==> src/rtl/rpn_stack_alu_pkg.sv <==
// Shared opcode encodings and control types for the RPN stack engine.
package rpn_stack_alu_pkg;

  localparam logic [2:0] OP_PUSH  = 3'd0;
  localparam logic [2:0] OP_POP   = 3'd1;
  localparam logic [2:0] OP_ADD   = 3'd2;
  localparam logic [2:0] OP_SUB   = 3'd3;
  localparam logic [2:0] OP_MUL   = 3'd4;
  localparam logic [2:0] OP_DUP   = 3'd5;
  localparam logic [2:0] OP_SWAP  = 3'd6;
  localparam logic [2:0] OP_CLEAR = 3'd7;

  typedef enum logic {
    S_IDLE = 1'b0,
    S_MUL  = 1'b1
  } state_e;

endpackage

==> src/rtl/rpn_seq_mult.sv <==
// Iterative shift-add multiplier, one multiplier bit per cycle, low WIDTH bits kept.
// The first step is folded into the start edge so that done rises after
// WIDTH-1 further edges and the consumer writes on the WIDTH-th edge.
module rpn_seq_mult #(
  parameter int unsigned WIDTH = 8
) (
  input  logic             CLOCK_50,
  input  logic             reset,
  input  logic             start,
  input  logic [WIDTH-1:0] a,
  input  logic [WIDTH-1:0] b,
  output logic             busy,
  output logic [WIDTH-1:0] result,
  output logic             done
);

  localparam int unsigned CNTW = $clog2(WIDTH + 1);

  logic [WIDTH-1:0] acc;
  logic [WIDTH-1:0] mcand;
  logic [WIDTH-1:0] mplier;
  logic [CNTW-1:0]  cnt;

  // Latch operands with first partial product, then accumulate one bit per edge
  always_ff @(posedge CLOCK_50 or posedge reset) begin
    if (reset) begin
      acc    <= '0;
      mcand  <= '0;
      mplier <= '0;
      cnt    <= '0;
      busy   <= 1'b0;
      done   <= 1'b0;
    end else begin
      done <= 1'b0;
      if (start) begin
        acc    <= b[0] ? a : '0;
        mcand  <= a << 1;
        mplier <= b >> 1;
        cnt    <= CNTW'(WIDTH - 1);
        busy   <= (WIDTH > 1);
        done   <= (WIDTH == 1);
      end else if (busy) begin
        if (mplier[0]) begin
          acc <= acc + mcand;
        end
        mcand  <= mcand << 1;
        mplier <= mplier >> 1;
        cnt    <= cnt - CNTW'(1);
        if (cnt == CNTW'(1)) begin
          busy <= 1'b0;
          done <= 1'b1;
        end
      end
    end
  end

  assign result = acc;

endmodule

==> src/rtl/rpn_stack_alu.sv <==
// RPN operand stack with add/sub/mul/dup/swap, valid/ready op handshake and sticky errors.
module rpn_stack_alu
  import rpn_stack_alu_pkg::*;
#(
  parameter int unsigned WIDTH = 8,
  parameter int unsigned DEPTH = 8
) (
  input  logic                       CLOCK_50,
  input  logic                       reset,
  input  logic                       op_valid,
  output logic                       op_ready,
  input  logic [2:0]                 op,
  input  logic [WIDTH-1:0]           data_in,
  output logic [WIDTH-1:0]           top,
  output logic [WIDTH-1:0]           second,
  output logic [$clog2(DEPTH+1)-1:0] count,
  output logic                       empty,
  output logic                       full,
  output logic                       done,
  output logic                       err_ovf,
  output logic                       err_unf
);

  localparam int unsigned CW = $clog2(DEPTH + 1);
  localparam int unsigned IW = $clog2(DEPTH);

  logic [WIDTH-1:0] stack [DEPTH];
  state_e           state, state_nxt;

  logic [CW-1:0]    count_nxt;
  logic             done_nxt;
  logic             set_ovf, set_unf, clr_err;
  logic             wa_en, wb_en;
  logic [IW-1:0]    wa_idx, wb_idx;
  logic [WIDTH-1:0] wa_dat, wb_dat;

  logic [IW-1:0]    idx_push, idx_top, idx_sec;
  logic             has1, has2;

  logic             mult_start, mult_busy, mult_done;
  logic [WIDTH-1:0] mult_result;

  assign idx_push = IW'(count);
  assign idx_top  = IW'(count - CW'(1));
  assign idx_sec  = IW'(count - CW'(2));
  assign has1     = (count >= CW'(1));
  assign has2     = (count >= CW'(2));

  assign top      = has1 ? stack[idx_top] : '0;
  assign second   = has2 ? stack[idx_sec] : '0;
  assign empty    = (count == '0);
  assign full     = (count == CW'(DEPTH));
  assign op_ready = (state == S_IDLE) && !mult_busy;

  rpn_seq_mult #(
    .WIDTH(WIDTH)
  ) u_mult (
    .CLOCK_50(CLOCK_50),
    .reset   (reset),
    .start   (mult_start),
    .a       (second),
    .b       (top),
    .busy    (mult_busy),
    .result  (mult_result),
    .done    (mult_done)
  );

  // Decode accepted op into stack writes, count update, error flags and next state
  always_comb begin
    state_nxt  = state;
    count_nxt  = count;
    done_nxt   = 1'b0;
    set_ovf    = 1'b0;
    set_unf    = 1'b0;
    clr_err    = 1'b0;
    wa_en      = 1'b0;
    wa_idx     = '0;
    wa_dat     = '0;
    wb_en      = 1'b0;
    wb_idx     = '0;
    wb_dat     = '0;
    mult_start = 1'b0;

    case (state)
      S_IDLE: begin
        if (op_valid && op_ready) begin
          done_nxt = 1'b1;
          case (op)
            OP_PUSH: begin
              if (full) begin
                set_ovf = 1'b1;
              end else begin
                wa_en     = 1'b1;
                wa_idx    = idx_push;
                wa_dat    = data_in;
                count_nxt = count + CW'(1);
              end
            end
            OP_POP: begin
              if (!has1) set_unf = 1'b1;
              else       count_nxt = count - CW'(1);
            end
            OP_ADD, OP_SUB: begin
              if (!has2) begin
                set_unf = 1'b1;
              end else begin
                wa_en     = 1'b1;
                wa_idx    = idx_sec;
                wa_dat    = (op == OP_ADD) ? (second + top) : (second - top);
                count_nxt = count - CW'(1);
              end
            end
            OP_MUL: begin
              if (!has2) begin
                set_unf = 1'b1;
              end else begin
                mult_start = 1'b1;
                done_nxt   = 1'b0;
                state_nxt  = S_MUL;
              end
            end
            OP_DUP: begin
              if (!has1) begin
                set_unf = 1'b1;
              end else if (full) begin
                set_ovf = 1'b1;
              end else begin
                wa_en     = 1'b1;
                wa_idx    = idx_push;
                wa_dat    = top;
                count_nxt = count + CW'(1);
              end
            end
            OP_SWAP: begin
              if (!has2) begin
                set_unf = 1'b1;
              end else begin
                wa_en  = 1'b1;
                wa_idx = idx_top;
                wa_dat = second;
                wb_en  = 1'b1;
                wb_idx = idx_sec;
                wb_dat = top;
              end
            end
            default: begin
              count_nxt = '0;
              clr_err   = 1'b1;
            end
          endcase
        end
      end
      S_MUL: begin
        if (mult_done) begin
          wa_en     = 1'b1;
          wa_idx    = idx_sec;
          wa_dat    = mult_result;
          count_nxt = count - CW'(1);
          done_nxt  = 1'b1;
          state_nxt = S_IDLE;
        end
      end
      default: state_nxt = S_IDLE;
    endcase
  end

  // State, stack array, pointer, done pulse and sticky error registers
  always_ff @(posedge CLOCK_50 or posedge reset) begin
    if (reset) begin
      state   <= S_IDLE;
      count   <= '0;
      done    <= 1'b0;
      err_ovf <= 1'b0;
      err_unf <= 1'b0;
      for (int i = 0; i < int'(DEPTH); i++) begin
        stack[i] <= '0;
      end
    end else begin
      state <= state_nxt;
      count <= count_nxt;
      done  <= done_nxt;
      if (wa_en) stack[wa_idx] <= wa_dat;
      if (wb_en) stack[wb_idx] <= wb_dat;
      err_ovf <= clr_err ? 1'b0 : (err_ovf | set_ovf);
      err_unf <= clr_err ? 1'b0 : (err_unf | set_unf);
    end
  end

endmodule

==> config.mk <==
export PLATFORM = sky130hd
export DESIGN_NAME = rpn_stack_alu
export DESIGN_NICKNAME = d
export VERILOG_FILES = /design/src/rtl/rpn_stack_alu_pkg.sv /design/src/rtl/rpn_seq_mult.sv /design/src/rtl/rpn_stack_alu.sv
export SDC_FILE = /design/constraint.sdc
export NUM_CORES = 1
export LEC_CHECK = 0
export CAP_MARGIN = 20
export CORE_UTILIZATION = 55
export CTS_CLUSTER_DIAMETER = 200
export DETAILED_ROUTE_END_ITERATION = 12
export PLACE_DENSITY = 0.77
export SYNTH_ARGS = -nofsm -noshare
export SYNTH_HDL_FRONTEND = slang
export SYNTH_SLANG_ARGS = --single-unit
==> constraint.sdc <==
create_clock -name CLOCK_50 -period 5.1 [get_ports CLOCK_50]
set_input_delay 1.02 -clock CLOCK_50 [delete_from_list [all_inputs] [get_ports CLOCK_50]]
set_output_delay 1.02 -clock CLOCK_50 [all_outputs]
set_load 0.05 [all_outputs]
## After elaboration in Yosys (flattened, before gate mapping)

Index checks and enable logic that the tools add are counted.
Widths: inputs -> output; s select.

- Register bits: 102
- Bits of input ports: 14
- Output and inout bits: 26

- $add $sub $neg: 7
- Magnitude comparators: 8
- Eq/ne operators: 14
- Muxes and demuxes: 98
- Bitwise operators: 7
- Reduce and logical (&&, ||, !) cells: 17

Operators by type and width:

| kind | count |
|---|---|
| $mux 8 | 28 |
| $bwmux 64 | 2 |
| $mux 64 | 2 |
| $bmux 8 s3 | 2 |
| $demux 8 s3 | 2 |
| $mux 1 | 33 |
| $mux 4 | 8 |
| $pmux 8 s4 | 1 |
| $mux 3 | 9 |
| $pmux 4 s5 | 1 |
| $add 8x8->8 | 2 |
| $ge 4x4->1 const B | 4 |
| $not 3->4 | 4 |
| $pmux 8 s2 | 1 |
| $pmux 3 s4 | 1 |
| $pmux 1 s2 | 5 |
| $eq 3x3->1 const B | 3 |
| $ne 3x3->1 const B | 3 |
| $lt 4x1->1 const B | 2 |
| $pmux 4 s2 | 1 |
| $sub 4x1->4 const B | 2 |
| $sub 8x8->8 | 1 |
| $reduce_or 7->1 | 1 |
| $eq 3x2->1 const B | 2 |
| other kinds (23) | 31 |

## Longest topological paths before layout

- Depth after elaboration: 16
- Gate-level depth with buffers: 26
- Depth with buffers taken out: 19

## Modules after synthesis

From an unflattened synthesis, not the netlist that was laid out.

- Cells, all modules: 760
- Area total of the unflattened synthesis: 7258.2 um^2

By module, submodules not included:

| module | instances | cells each | area an instance (um^2) | seq. area each (um^2) |
|---|---|---|---|---|
| rpn_stack_alu | 1 | 601 | 5708.0 | 1801.7 |
| rpn_seq_mult | 1 | 159 | 1550.2 | 700.7 |

## Worst setup path after synthesis

OpenSTA, ideal clock, no wires.

- Path kind: reg2reg
- Start point: register count[1]
- End point: register stack[22] (netlist name)
- Arrival time: 5689 ps
- Slack: -671 ps
- Stages on the path, launching flop included: 27
- Buffers on the path: 7
- Cells stage by stage: dfrtp_1 -> buf_6 -> buf_2 -> buf_2 -> inv_1 -> ha_1 -> buf_6 -> buf_6 -> buf_2 -> nor3_1 -> mux2_2 -> nor4_2 -> and2_1 -> buf_2 -> inv_2 -> ha_1 -> nor2_1 -> xnor2_1 -> ha_1 -> nor2b_1 -> o21a_1 -> o21a_1 -> o21ai_0 -> a21boi_0 -> nor3_1 -> nor3_1 -> o22ai_1

- Longest elaborated chain between the ends: 16

RTL lines:

| what | line | source |
|---|---|---|
| from (decl) | rpn_stack_alu.sv:16 | `output logic [$clog2(DEPTH+1)-1:0] count,` |
| from (signal assigned) | rpn_stack_alu.sv:180 | `count <= count_nxt;` |
| $sub 4x1->4 | n/a |  |
| $not 3->4 (not written as such) | rpn_stack_alu.sv:49 | `assign top = has1 ? stack[idx_top] : '0;` |
| $bmux 8 s3 | rpn_stack_alu.sv:49 |  |
| $mux 8 (not written as such) (2 in series) | rpn_stack_alu.sv:49 |  |
| $mux 8 * | rpn_stack_alu.sv:49 |  |
| via top[0] | rpn_stack_alu.sv:14 | `output logic [WIDTH-1:0] top,` |
| $sub 8x8->8 or $add 8x8->8 (tied branches) | rpn_stack_alu.sv:109 | `wa_dat = (op == OP_ADD) ? (second + top) : (second - top);` |
| $mux 8 * | rpn_stack_alu.sv:109 |  |
| $mux 8 * | rpn_stack_alu.sv:104 | `if (!has2) begin` |
| $pmux 8 s4 * | rpn_stack_alu.sv:88 | `case (op)` |
| $mux 8 * | rpn_stack_alu.sv:86 | `if (op_valid && op_ready) begin` |
| $pmux 8 s2 * | rpn_stack_alu.sv:84 | `case (state)` |
| $bwmux 64 * | rpn_stack_alu.sv:182 | `if (wa_en) stack[wa_idx] <= wa_dat;` |
| $mux 64 * | rpn_stack_alu.sv:182 |  |
| $bwmux 64 | rpn_stack_alu.sv:183 | `if (wb_en) stack[wb_idx] <= wb_dat;` |
| $mux 64 * | rpn_stack_alu.sv:183 |  |
| to (signal, indexed assignment) | rpn_stack_alu.sv:182 |  |
| to (signal, indexed assignment) | rpn_stack_alu.sv:183 |  |
| to (decl) | rpn_stack_alu.sv:27 | `logic [WIDTH-1:0] stack [DEPTH];` |

Mark *: on every way through the listed nets, which the timed path passes. The rest lies on a longest branch. The select of a mux whose other input is x is not followed.
A chain may end at the register's enable or synchronous reset.

## Final worst setup path

- Start point: register count[0]
- End point: register stack[47] (netlist name)

- Longest elaborated chain between the ends: 16

RTL lines:

| what | line |
|---|---|
| $sub 4x1->4 or $sub 3x2->3 (tied branches) | n/a |
| $not 3->4 (on tied branches) | rpn_stack_alu.sv:49, rpn_stack_alu.sv:50 |
| $bmux 8 s3 (on tied branches) | rpn_stack_alu.sv:49, rpn_stack_alu.sv:50 |
| $mux 8 (on tied branches) (3 in series) | rpn_stack_alu.sv:49, rpn_stack_alu.sv:50 |
| $sub 8x8->8 or $add 8x8->8 (tied branches) | rpn_stack_alu.sv:109 |
| $mux 8 | rpn_stack_alu.sv:109 |
| $mux 8 | rpn_stack_alu.sv:104 |
| $pmux 8 s4 | rpn_stack_alu.sv:88 |
| $mux 8 | rpn_stack_alu.sv:86 |
| $pmux 8 s2 | rpn_stack_alu.sv:84 |
| $bwmux 64 | rpn_stack_alu.sv:182 |
| $mux 64 | rpn_stack_alu.sv:182 |
| $bwmux 64 | rpn_stack_alu.sv:183 |
| $mux 64 * | rpn_stack_alu.sv:183 |

Every way passes the cells marked *; elsewhere a longest branch is shown, timed or not. The select of a mux whose other input is x is not followed.

==> out/results.ini <==
[run_status]
status = finished clean

[timing]
fin_worst_skew_ns = 0.01495
rsz0062_at_grt = false
fin_crit_ns = 4.920
post-route-period-util_pct = 96.48
hold_viol_final = 0
final.setup.tns_ns = 0
tightest_slew_ns = 0.9177
whs_ns = 0.4976
clock.fmax_mhz = 203.2
fin_ws_ns = 0.1795
slew_viol_final = 0
slew_headroom_pct = 38.31
setup_viol = 0

[logic_synthesis]
syn_nets = 826
yosysWarningCount = 0
ys.flop_type = dfrtp_1
synth_area_leaders = dfrtp_1 (34%), mux4_2 (7.7%), o22ai_1 (5.0%), o21ai_0 (4.3%), ha_1 (4.1%)
yosysTopAreaCell = dfrtp_1
ys_seq_area_share_pct = 34.35
syn_inst = 786
async_reset_ff_share_pct = 100.0
syn_area_sq_mm = 0.007286
avgSynthCellArea_sq_um = 9.269
synth_top_area_share_pct = 34.35
ys_types = 79
synth_seq_cells = 100
synth-edff-count = 0

[floorplanning]
ios = 40
die_y_microns = 117.1
start_util_pct = 57.04
fp.dieW_microns = 117.1
rows = 41
core_area_sq_mm = 0.01277
die_area_sq_mm = 0.01371

[critical_path]
r2r-end = stack[47]
crit_type = reg -> reg
critPathLaunch = count[0]
cp.required_ns = 5.31
slowest_stage = dfrtp_2
crit_chain = clkinv_1 -> ha_2 -> xnor2_4 -> buf_4 -> buf_4 -> mux4_2 -> o211ai_2 -> inv_2 -> nor3_1 -> a31oi_1 -> xnor2_1 -> ha_1 -> a21o_1 -> a31oi_1 -> xnor2_2 -> xnor2_1 -> a21oi_4 -> a21oi_1
end_kind = register
r2r_start = count[0]
cp_slowest_stage_delay_ns = 0.47
crit_end = stack[47]
start_kind = register
reg2reg_depth = 18
ff2ff_setup_slack_ns = 0.18
path_max_fanout = 11
cp.arrival_ns = 5.13

[clock_tree]
cts.sinks = 100
cts_tree = yes
clk_pin_slew_ns = 0.07
cts_buffer_depth = 2
root_buffer = clkbuf_16
cts_made_buffers = 9
worstSkewPairLatency_ns = 0.36
htree_levels = 3

[layout]
syn2layout_area_growth_pct = 12.88
diodes = 0
n_fill_cell = 1028
num-nets-final = 853
drive_gt1_share_pct = 16.14

[grt]
gr-total-overflow = 0
grt_max_degree = 80
gr-usage-all-layers_pct = 37.12
antenna_found_initial = 0
grt_pass1_vias = 6337
grt_pass1_wl_mm = 36.92

[detailed_routing]
ant_nets = 0
drt_iter0_drc = 1202
wl_per_cell_microns = 24.34
drc = 0
first_pass_iters = 7
finalWirelength_mm = 24.09
viasPerCell = 6.957
via_count = 6887

[placed_design]
routabilityCongestion = 1.111
place_ws_ns = 0.1538
dpl.hpwl_mm = 17.12
io_buffers = 39

[min_path]
hold_path_class = reg -> reg

[job]
maxCapViolCount = 0

==> cells in the mapped netlist (17+ instances only) <==
cell	n
inv_1	21
mux2i_1	28
buf_2	17
o21ai_0	62
nor3_1	25
dfrtp_1	100
nor2_1	79
a21oi_1	30
nand2_1	77
o22ai_1	58
mux4_2	25
ha_1	24
==> layout make-up <==
| class | instances | area (sq um) | share of cell area (%) |
|---|---|---|---|
| clock inverter | 6 | 62.56 | 0.7607 |
| tap | 172 | 215.2 | 2.617 |
| clock buffer | 10 | 239.0 | 2.906 |
| timing repair buffer | 69 | 661.9 | 8.048 |
| inverter | 24 | 92.59 | 1.126 |
| sequential | 100 | 2505 | 30.46 |
| multi-input combinational | 609 | 4448 | 54.08 |
==> what timing repair did <==
item,in CTS,in global routing
hold buffers,0,0
gates resized for setup,0,9
endpoints found under the setup margin,0,32
setup buffers,0,3
==> worst max-delay path, delay by kind of cell, from the launching register on <==
family	cells	cell delay, ns
AO/OA/AOI/OAI	6	1.51
XOR/XNOR	4	0.74
buffers and inverters	4	0.71
adder cells (fa/ha/maj)	2	0.63
flip-flops	1	0.47
AND/OR/NAND/NOR	1	0.38
multiplexers	1	0.32
==> through the flow <==
step	instances	util [%]	instance area, sq um
2_1_floorplan	786	-	7313
3_3_place_gp	970	61.22	7820
3_5_place_dp	970	61.22	7820
4_1_cts	986	63.58	8122
5_1_grt	990	64.38	8224
6_report	990	64.38	8224
==> layer usage <==
metal | up-vias | global-route usage, % | part of all wire [%]
li1 | 2966 | - | -
met1 | 3331 | 51.25 | 40
met2 | 498 | 57.63 | 45
met3 | 92 | 6.179 | 10
met4 | 0 | 17.05 | 4.7
met5 | - | 0 | 0
==> layout by cell type, fill, tap and decap left out, types with 6 or more instances in the layout <==
cell and instances:
clkdlybuf4s50_1 31, mux4_2 25, nor2b_1 8, o22ai_1 58, nor3b_1 9, clkbuf_16 9
inv_1 20, nand3b_1 10, nor2_1 79, a21o_1 6, nand3_1 10, ha_1 22
o221ai_1 7, mux2_2 11, a21oi_1 30, nand2b_1 11, o21ai_1 11, nand2_1 76
o21ai_0 62, a31oi_1 13, mux2i_1 28, xnor2_1 13, buf_4 32, nor3_1 23
dfrtp_1 98
==> logic make-up (layout without fill, tap and decap cells) <==
logic type	count (synthesis)	in the layout	share of synthesized area (%)
multiplexers	65	65	13.64
buffers and inverters	77	109	5.547
flip-flops	100	100	34.35
AND/OR/NAND/NOR	263	263	18.46
XOR/XNOR	20	20	2.610
adder cells (fa/ha/maj)	26	26	4.671
AO/OA/AOI/OAI	235	235	20.73
==> worst min path at each step <==
stage / startpoint / end / slack, ns / cells past startpoint
floorplan: u_mult.done / state / 0.44 / 1
global placement: u_mult.mplier[4] / u_mult.mplier[3] / 0.47 / 2
detailed placement: u_mult.result[0] / u_mult.result[0] / 0.48 / 2
CTS: u_mult.result[0] / u_mult.result[0] / 0.49 / 2
global route: u_mult.mplier[4] / u_mult.mplier[3] / 0.54 / 2
finish: u_mult.mplier[4] / u_mult.mplier[3] / 0.50 / 2
==> flip-flops by register name, indices dropped and copies added (netlist names) <==
| signal | cells |
|---|---|
| u_mult.result | 8 |
| state | 1 |
| err_unf | 1 |
| u_mult.done | 1 |
| count | 4 |
| u_mult.busy | 1 |
| u_mult.mcand | 7 |
| done | 1 |
| u_mult.mplier | 7 |
| u_mult.cnt | 4 |
| err_ovf | 1 |
| stack | 64 |
Power is left out: the tool's default activity adds up to more than one toggle a clock period on the data nets, which glitch-free logic cannot reach.
